===== config.mk =====
export PLATFORM = sky130hd
export DESIGN_NAME = uart_frame_engine
export DESIGN_NICKNAME = d
export VERILOG_FILES = /design/src/rtl/uart_frame_pkg.sv /design/src/rtl/uart_frame_ser.sv /design/src/rtl/uart_frame_engine.sv
export SDC_FILE = /design/constraint.sdc
export NUM_CORES = 2
export LEC_CHECK = 0
export CAP_MARGIN = 20
export CORE_MARGIN = 1.5
export CORE_UTILIZATION = 55
export CTS_CLUSTER_DIAMETER = 30
export DETAILED_ROUTE_END_ITERATION = 6
export PLACE_DENSITY = 0.77
export SYNTH_ARGS = -nofsm -noshare
export SYNTH_HDL_FRONTEND = slang
export SYNTH_SLANG_ARGS = --single-unit

===== constraint.sdc =====
create_clock -name clk -period 61.4 [get_ports clk]
set_input_delay 12.28 -clock clk [delete_from_list [all_inputs] [get_ports clk]]
set_output_delay 12.28 -clock clk [all_outputs]
set_load 0.1 [all_outputs]

===== src/rtl/uart_frame_pkg.sv =====
// Shared state types, default sizing and counter-width helper for the UART byte-framing engine.
package uart_frame_pkg;

  typedef enum logic {
    RX_IDLE,
    RX_COLLECT
  } rx_state_t;

  typedef enum logic [1:0] {
    TX_IDLE,
    TX_LOAD,
    TX_WAIT
  } tx_state_t;

  localparam int unsigned DEF_RX_BYTES       = 76;
  localparam int unsigned DEF_TX_BYTES       = 4;
  localparam bit          DEF_MSB_FIRST      = 1'b1;
  localparam int unsigned DEF_TIMEOUT_CYCLES = 100_000;

  // Bits needed to hold 0..max_val; never less than one.
  function automatic int unsigned cnt_width(input int unsigned max_val);
    return (max_val == 0) ? 1 : $clog2(max_val + 1);
  endfunction

endpackage


===== src/rtl/uart_frame_ser.sv =====
// TX serialiser: latches a TX_BYTES word on start, strobes one byte per uart_tx handshake.
// First tx_dv one cycle after start unless tx_active is high; tx_start is ignored while busy.
module uart_frame_ser
  import uart_frame_pkg::*;
#(
  parameter int unsigned TX_BYTES  = DEF_TX_BYTES,
  parameter bit          MSB_FIRST = DEF_MSB_FIRST
) (
  input  logic                  clk,
  input  logic                  rst_i,
  input  logic                  tx_start,
  input  logic [TX_BYTES*8-1:0] tx_frame,
  input  logic                  tx_active,
  input  logic                  tx_done,
  output logic                  tx_dv,
  output logic [7:0]            tx_byte,
  output logic                  tx_busy,
  output logic                  tx_frame_done
);

  localparam int unsigned      TX_W     = TX_BYTES * 8;
  localparam int unsigned      CNT_W    = cnt_width(TX_BYTES);
  localparam logic [CNT_W-1:0] CNT_LAST = CNT_W'(TX_BYTES - 1);

  tx_state_t        state_q;
  logic [TX_W-1:0]  shift_q;
  logic [TX_W-1:0]  shift_d;
  logic [CNT_W-1:0] tx_cnt_q;
  logic             tx_dv_q;
  logic             tx_frame_done_q;

  // The byte on the wire always sits at the outgoing end of the shift register.
  always_comb begin
    shift_d = MSB_FIRST ? (shift_q << 8) : (shift_q >> 8);
  end

  always_ff @(posedge clk or posedge rst_i) begin
    if (rst_i) begin
      state_q         <= TX_IDLE;
      shift_q         <= '0;
      tx_cnt_q        <= '0;
      tx_dv_q         <= 1'b0;
      tx_frame_done_q <= 1'b0;
    end else begin
      tx_dv_q         <= 1'b0;
      tx_frame_done_q <= 1'b0;
      unique case (state_q)
        TX_IDLE: begin
          if (tx_start) begin
            shift_q  <= tx_frame;
            tx_cnt_q <= '0;
            state_q  <= TX_LOAD;
          end
        end
        TX_LOAD: begin
          if (!tx_active) begin
            tx_dv_q <= 1'b1;
            state_q <= TX_WAIT;
          end
        end
        TX_WAIT: begin
          if (tx_done) begin
            shift_q <= shift_d;
            if (tx_cnt_q == CNT_LAST) begin
              tx_cnt_q        <= '0;
              tx_frame_done_q <= 1'b1;
              state_q         <= TX_IDLE;
            end else begin
              tx_cnt_q <= tx_cnt_q + 1'b1;
              state_q  <= TX_LOAD;
            end
          end
        end
        default: state_q <= TX_IDLE;
      endcase
    end
  end

  assign tx_dv         = tx_dv_q;
  assign tx_byte       = MSB_FIRST ? shift_q[TX_W-1 -: 8] : shift_q[7:0];
  assign tx_busy       = (state_q != TX_IDLE);
  assign tx_frame_done = tx_frame_done_q;

endmodule


===== src/rtl/uart_frame_engine.sv =====
// Full-duplex UART framer: RX gathers RX_BYTES into a frame (valid 1 cycle after last byte, inter-byte
// timeout); TX is delegated to uart_frame_ser. No backpressure on RX; TX paced by tx_active/tx_done.
module uart_frame_engine
  import uart_frame_pkg::*;
#(
  parameter int unsigned RX_BYTES       = DEF_RX_BYTES,
  parameter int unsigned TX_BYTES       = DEF_TX_BYTES,
  parameter bit          MSB_FIRST      = DEF_MSB_FIRST,
  parameter int unsigned TIMEOUT_CYCLES = DEF_TIMEOUT_CYCLES
) (
  input  logic                  clk,
  input  logic                  rst_i,
  input  logic                  rx_enable,
  input  logic                  rx_dv,
  input  logic [7:0]            rx_byte,
  output logic [RX_BYTES*8-1:0] rx_frame,
  output logic                  rx_frame_valid,
  output logic                  rx_timeout,
  input  logic                  tx_start,
  input  logic [TX_BYTES*8-1:0] tx_frame,
  output logic                  tx_dv,
  output logic [7:0]            tx_byte,
  input  logic                  tx_active,
  input  logic                  tx_done,
  output logic                  tx_busy,
  output logic                  tx_frame_done
);

  localparam int unsigned         RX_W      = RX_BYTES * 8;
  localparam int unsigned         RX_CNT_W  = cnt_width(RX_BYTES);
  localparam int unsigned         IDLE_W    = cnt_width(TIMEOUT_CYCLES);
  localparam logic [RX_CNT_W-1:0] RX_LAST   = RX_CNT_W'(RX_BYTES - 1);
  localparam logic [IDLE_W-1:0]   IDLE_LAST = IDLE_W'(TIMEOUT_CYCLES > 0 ? TIMEOUT_CYCLES - 1 : 0);

  rx_state_t           rx_state_q;
  logic [RX_W-1:0]     shadow_q;
  logic [RX_W-1:0]     shadow_d;
  logic [RX_W-1:0]     rx_frame_q;
  logic [RX_CNT_W-1:0] rx_cnt_q;
  logic [IDLE_W-1:0]   idle_cnt_q;
  logic                rx_frame_valid_q;
  logic                rx_timeout_q;

  // After RX_BYTES shifts every stale byte has left the shadow, so it never needs clearing.
  always_comb begin
    if (MSB_FIRST) begin
      shadow_d = (shadow_q << 8) | RX_W'(rx_byte);
    end else begin
      shadow_d = (shadow_q >> 8) | (RX_W'(rx_byte) << (RX_W - 8));
    end
  end

  always_ff @(posedge clk or posedge rst_i) begin
    if (rst_i) begin
      rx_state_q       <= RX_IDLE;
      shadow_q         <= '0;
      rx_frame_q       <= '0;
      rx_cnt_q         <= '0;
      idle_cnt_q       <= '0;
      rx_frame_valid_q <= 1'b0;
      rx_timeout_q     <= 1'b0;
    end else begin
      rx_frame_valid_q <= 1'b0;
      rx_timeout_q     <= 1'b0;
      if (!rx_enable) begin
        rx_state_q <= RX_IDLE;
        rx_cnt_q   <= '0;
        idle_cnt_q <= '0;
      end else if (rx_dv) begin
        // A byte arriving on the expiry cycle still counts: it outranks the timeout.
        shadow_q   <= shadow_d;
        idle_cnt_q <= '0;
        if (rx_cnt_q == RX_LAST) begin
          rx_frame_q       <= shadow_d;
          rx_frame_valid_q <= 1'b1;
          rx_cnt_q         <= '0;
          rx_state_q       <= RX_IDLE;
        end else begin
          rx_cnt_q   <= rx_cnt_q + 1'b1;
          rx_state_q <= RX_COLLECT;
        end
      end else if (rx_state_q == RX_COLLECT && TIMEOUT_CYCLES != 0) begin
        if (idle_cnt_q == IDLE_LAST) begin
          rx_timeout_q <= 1'b1;
          idle_cnt_q   <= '0;
          rx_cnt_q     <= '0;
          rx_state_q   <= RX_IDLE;
        end else begin
          idle_cnt_q <= idle_cnt_q + 1'b1;
        end
      end
    end
  end

  assign rx_frame       = rx_frame_q;
  assign rx_frame_valid = rx_frame_valid_q;
  assign rx_timeout     = rx_timeout_q;

  uart_frame_ser #(
    .TX_BYTES (TX_BYTES),
    .MSB_FIRST(MSB_FIRST)
  ) u_ser (
    .clk          (clk),
    .rst_i        (rst_i),
    .tx_start     (tx_start),
    .tx_frame     (tx_frame),
    .tx_active    (tx_active),
    .tx_done      (tx_done),
    .tx_dv        (tx_dv),
    .tx_byte      (tx_byte),
    .tx_busy      (tx_busy),
    .tx_frame_done(tx_frame_done)
  );

endmodule


Word-level counts from Yosys, hierarchy flattened
Cells that the tools add are included.
W data, S select, Z words.
{"block": "op_classes", "add_sub_neg": 3, "n_mul": 0, "div": 0, "order_cmp": 0, "n_eq_ne": 10, "shift": 0, "mux": 38, "bitwise_logic": 1, "reduce_logical": 8}
{"op": "$or A608 B8 Y608", "n": 1}
{"op": "$mux W17", "n": 4}
{"op": "$mux W32", "n": 2}
{"op": "$pmux W32 S2", "n": 1}
{"op": "$mux W7", "n": 5}
{"op": "$mux W1", "n": 18}
{"op": "$add A17 B1 Y17 const B", "n": 1}
{"op": "$eq A17 B17 Y1 const B", "n": 1}
{"op": "$mux W3", "n": 3}
{"op": "$reduce_and A3 Y1", "n": 3}
{"op": "$add A7 B1 Y7 const B", "n": 1}
{"op": "$eq A7 B7 Y1 const B", "n": 1}
{"op": "$mux W2", "n": 3}
{"op": "$ne A2 B2 Y1 const B", "n": 3}
{"op": "$ne A3 B1 Y1 const B", "n": 2}
{"op": "$pmux W2 S3", "n": 1}
{"op": "$pmux W3 S2", "n": 1}
{"op": "$reduce_and A2 Y1", "n": 2}
{"op": "$reduce_bool A2 Y1", "n": 2}
{"op": "$add A3 B1 Y3 const B", "n": 1}
{"op": "$eq A3 B2 Y1 const B", "n": 1}
{"op": "$eq A2 B1 Y1 const B", "n": 1}
{"op": "$eq A2 B2 Y1 const B", "n": 1}
{"op": "$logic_not A2 Y1", "n": 1}
{"block": "word_totals", "reg_bits": 1274, "latch_bits": 0, "ramBits": 0, "romBits": 0, "input_bits": 47, "memories": 0}

Depth between registers and ports, before layout
{"block": "depth", "word_depth": 5, "ltp_mapped": 10, "depth_no_buf": 7}

Modules after synthesis
From an unflattened synthesis, not the netlist that was laid out.
{"block": "unflattened", "cells_unflattened": 4106, "area_unflattened_um2": 48410.2}
{"module": "uart_frame_engine", "n_inst": 1, "cells_each": 3970, "area_each_um2": 46535.9, "seq_area_each_um2": 30904.6}
{"module": "uart_frame_ser", "n_inst": 1, "cells_each": 136, "area_each_um2": 1874.3, "seq_area_each_um2": 975.9}

Worst setup path before layout
No wires, ideal clock.
{"block": "synth_timing", "kind": "input to register", "from": "in rx_enable", "to": "reg rx_frame_q[0] (netlist: rx_frame[0])", "setup_ns": 0.068, "t_arrival_ns": 13.491, "t_required_ns": 61.332, "path_slack_ns": 47.840, "stages": 8, "path_cell_list": "and2_1 buf_2 nand2_1 buf_2 clkbuf_1 buf_2 nand2_1 nand2_1"}
{"block": "synth_between", "elab_chain_cells": 1}
{"item": "from (decl)", "line_no": "uart_frame_engine.sv:13", "rtl": "input logic rx_enable,"}
{"item": "$reduce_and A3 Y1 (no line)"}
{"item": "to (signal assigned)", "line_no": "uart_frame_engine.sv:74", "rtl": "rx_frame_q <= shadow_d;"}
{"item": "to (decl)", "line_no": "uart_frame_engine.sv:38", "rtl": "logic [RX_W-1:0] rx_frame_q;"}
Every way passes these cells.
A chain may end at the register's enable or synchronous reset.

==> results.sh <==
export IMPL_r2r_start="rx_cnt_q[0]"
export IMPL_main_combinational_cell_family_by_area_after_synthesis="simple AND/OR/NAND/NOR gates"
export IMPL_hold_violations=0
export IMPL_pin_count_of_the_biggest_net_entering_global_routing=231
export IMPL_max_slew_margin_pct=12.7
export IMPL_syn_avg_cell_area_sq_um=8.90
export IMPL_post_synth_instance_area_sq_um=48100
export IMPL_p_leak_nw=34.5
export IMPL_worst_setup_path_start_kind="input port"
export IMPL_route_detailed_drc=0
export IMPL_fin_total_pwr_mw=2.23
export IMPL_htreeDepth=4
export IMPL_die_y_um=299
export IMPL_yosys_area_share_adder_pct=0.0781
export IMPL_synth_compound_area_share_pct=0.713
export IMPL_timing_critical_path_arrival_ns=16.76
export IMPL_die_width_um=299
export IMPL_reg2reg_setup_slack_ns=57.65
export IMPL_core_area_sq_um=86600
export IMPL_drive_gt1_share_pct=6.89
export IMPL_worst_skew_pair_late_latency_ns=0.77
export IMPL_most_common_layout_cells="nand2_1, dfrtp_1, clkdlybuf4s50_1, clkbuf_16"
export IMPL_drtAntennaViolNets=0
export IMPL_post_synth_num_cell_types=43
export IMPL_first_global_vias=38489
export IMPL_cp_end_kind="async pin"
export IMPL_antenna_cells_inserted=0
export IMPL_synth_cells=5399
export IMPL_num_io_pins=668
export IMPL_timing_hold_worst_path_depth=1
export IMPL_global_route_usage_total_pct=29.7
export IMPL_cp_data_required_time_ns=62.19
export IMPL_rows=108
export IMPL_timing_final_crit_period_ns=15.97
export IMPL_finalSetupTns_ns=0
export IMPL_post_cts_setup_buffer_count=0
export IMPL_final_net_count=6084
export IMPL_routed_via_density=5.21
export IMPL_r2r_cells=8
export IMPL_synth_simple_gate_area_share_pct=29.5
export IMPL_area_growth_synth_to_final_pct=31.0
export IMPL_grt_antenna_before_repair=0
export IMPL_worstPathMaxFanout=136
export IMPL_routed_via_count=38412
export IMPL_detail_route_wirelength_um=132000
export IMPL_post_synth_mux_area_share_pct=0.500
export IMPL_clk_root_buffer_cell="clkbuf_16"
export IMPL_detailedPlacementHpwl_um=79000
export IMPL_postCtsHoldBufs=0
export IMPL_hp_class="register to register"
export IMPL_worstSetupPathType="input port to async pin"
export IMPL_grt_remaining_overflow=0
export IMPL_port_buffer_count=667
export IMPL_drtPass1Iterations=5
export IMPL_finalSetupViolCount=0
export IMPL_cts_tree="done"
export IMPL_initialDrtViolationCount=3432
export IMPL_final_max_slew_viol_count=0
export IMPL_clock_tree_buffer_depth=3
export IMPL_synth_area_leaders="dfrtp_1, nand2_1, clkbuf_1"
export IMPL_whs_endpoint="idle_cnt_q[16]"
export IMPL_max_cap_violations=0
export IMPL_avgRoutedWirePerCell_um=17.9
export IMPL_fp_dieArea_sq_um=89200
export IMPL_yosys_area_share_xor_xnor_pct=0.255
export IMPL_cts_num_sinks=1274
export IMPL_tritoncts_num_buffers=213
export IMPL_clkTransAtPathRegs_ns=0.05
export IMPL_hold_path_startpoint="idle_cnt_q[16]"
export IMPL_crit_reg2reg_capture="rx_frame[535]"
export IMPL_ctsResizeCount=0
export IMPL_outcome="complete, no violations"
export IMPL_yosys_warnings=0
export IMPL_syn_num_nets=5449
export IMPL_tightest_slew_ns=1.31
export IMPL_initial_core_util_pct=55.5
export IMPL_post_synth_top_area_cell="dfrtp_1"
export IMPL_grt_first_pass_wirelength_um=209000
export IMPL_timing_final_crit_share_pct=26.0
export IMPL_netlist_area_leader_share_pct=66.3
export IMPL_power_density_nw_per_um2=35.4
export IMPL_ir_worst_vdd_v=0.0000455
export IMPL_yosysSeqAreaShare_pct=66.3
export IMPL_skew_ns=0.0333
export IMPL_gp_congestion=0.856
export IMPL_commonest_non_fill_non_tap_cell_in_the_layout="nand2_1"
export IMPL_unrepaired_setup_endpoints_after_global_routing="no"
export IMPL_highest_clock_rate_ghz=0.0626
export IMPL_synth_ff_latch_count=1274
## worst max-delay path: stages
cell	delay, ns
clkdlybuf4s50_1	0.50
inv_8	0.69
buf_4	0.74
buf_4	0.75
buf_4	0.82
buf_4	0.78
## per-stage QoR
| stage | cells | worst slack, ns | hold WS [ns] | cell area, sq um | util [%] |
|---|---|---|---|---|---|
| after global routing | 7371 | 44.76 | 0.481 | 63000 | 72.7 |
| after global placement | 6971 | 44.54 | 0.453 | 55300 | 63.9 |
| after floorplan | 5399 | 13.22 | 0.439 | 48100 | - |
| after detailed placement | 6971 | 44.46 | 0.454 | 55300 | 63.9 |
| final | 7371 | 45.43 | 0.464 | 63000 | 72.7 |
| after CTS | 7368 | 45.27 | 0.470 | 62900 | 72.6 |
## final cells by class
type	count	area, sq um
Clock buffer	278	6050
Multi-Input combinational cell	3836	15000
Inverter	4	30.0
Timing Repair Buffer	705	7090
Tap cell	1155	1450
Clock inverter	119	1500
Fill cell	6015	23700
Sequential cell	1274	31900
## synthesized netlist by cell type
master / n
o21ai_1: 2
nor2_1: 25
and3_1: 4
a22o_1: 10
ha_1: 3
buf_4: 19
or4b_4: 1
nor3b_1: 3
o31ai_1: 2
buf_2: 62
nand3_1: 4
nand3b_1: 2
a21o_1: 1
or4b_1: 1
and2_1: 2
nand4_1: 6
nand2_2: 1
a21oi_1: 4
inv_1: 3
nand4b_1: 1
nor4_2: 2
dfrtp_1: 1274
nor4_4: 1
clkbuf_1: 193
xnor2_1: 7
a21oi_2: 1
nor2b_1: 4
nand2_1: 3668
xor2_1: 7
nor3_1: 4
o21a_1: 2
a31oi_1: 2
o21bai_1: 1
nor4_1: 1
nor2_2: 1
mux2i_1: 24
inv_2: 1
buf_6: 1
or2_2: 1
buf_1: 10
o21ai_0: 30
o41ai_1: 1
nand2b_1: 7
## registers in the layout, indices dropped and copies added, names as in the netlist
| name | cells |
|---|---|
| rx_frame_valid | 1 |
| rx_cnt_q | 7 |
| u_ser.tx_frame_done | 1 |
| shadow_q | 600 |
| idle_cnt_q | 17 |
| rx_frame | 608 |
| u_ser.shift_q | 32 |
| rx_timeout | 1 |
| u_ser.tx_dv | 1 |
| rx_state_q | 1 |
| u_ser.tx_cnt_q | 3 |
| u_ser.state_q | 2 |
## kinds of logic (layout without fill, tap and decap cells)
family | Yosys count | after routing
AND/OR/NAND/NOR | 3739 | 3739
flip-flops | 1274 | 1274
buffers and inverters | 289 | 1106
AO/OA/AOI/OAI | 56 | 56
multiplexers | 24 | 24
XOR/XNOR | 14 | 14
adder cells (fa/ha/maj) | 3 | 3
## report_power, final
part           internal [mW]  switching, mW
logic                 0.0287         0.0809
clock network          0.805          0.419
registers              0.870         0.0230
## per-layer routing
metal	part of all wire, %	wire [um]	up-vias	track usage, %
met1	40	52700	19007	38.9
met2	48	64000	1426	47.5
met4	4.8	6270	0	14.5
li1	-	-	17693	-
met3	6.8	8990	286	6.32
met5	0	0	-	0
## worst max-delay path by stage
stage	from	to	slack, ns	depth (start not counted)
3_5_place_dp	rst_i	rx_frame[196]	44.46	6
3_3_place_gp	rst_i	rx_frame[205]	44.54	6
5_1_grt	rst_i	rx_frame[220]	44.76	6
4_1_cts	rst_i	rx_frame[220]	45.27	6
2_1_floorplan	rst_i	idle_cnt_q[0]	13.22	1
6_report	rst_i	rx_frame[220]	45.43	6
Note: power is estimated with default switching activity, not from simulation.
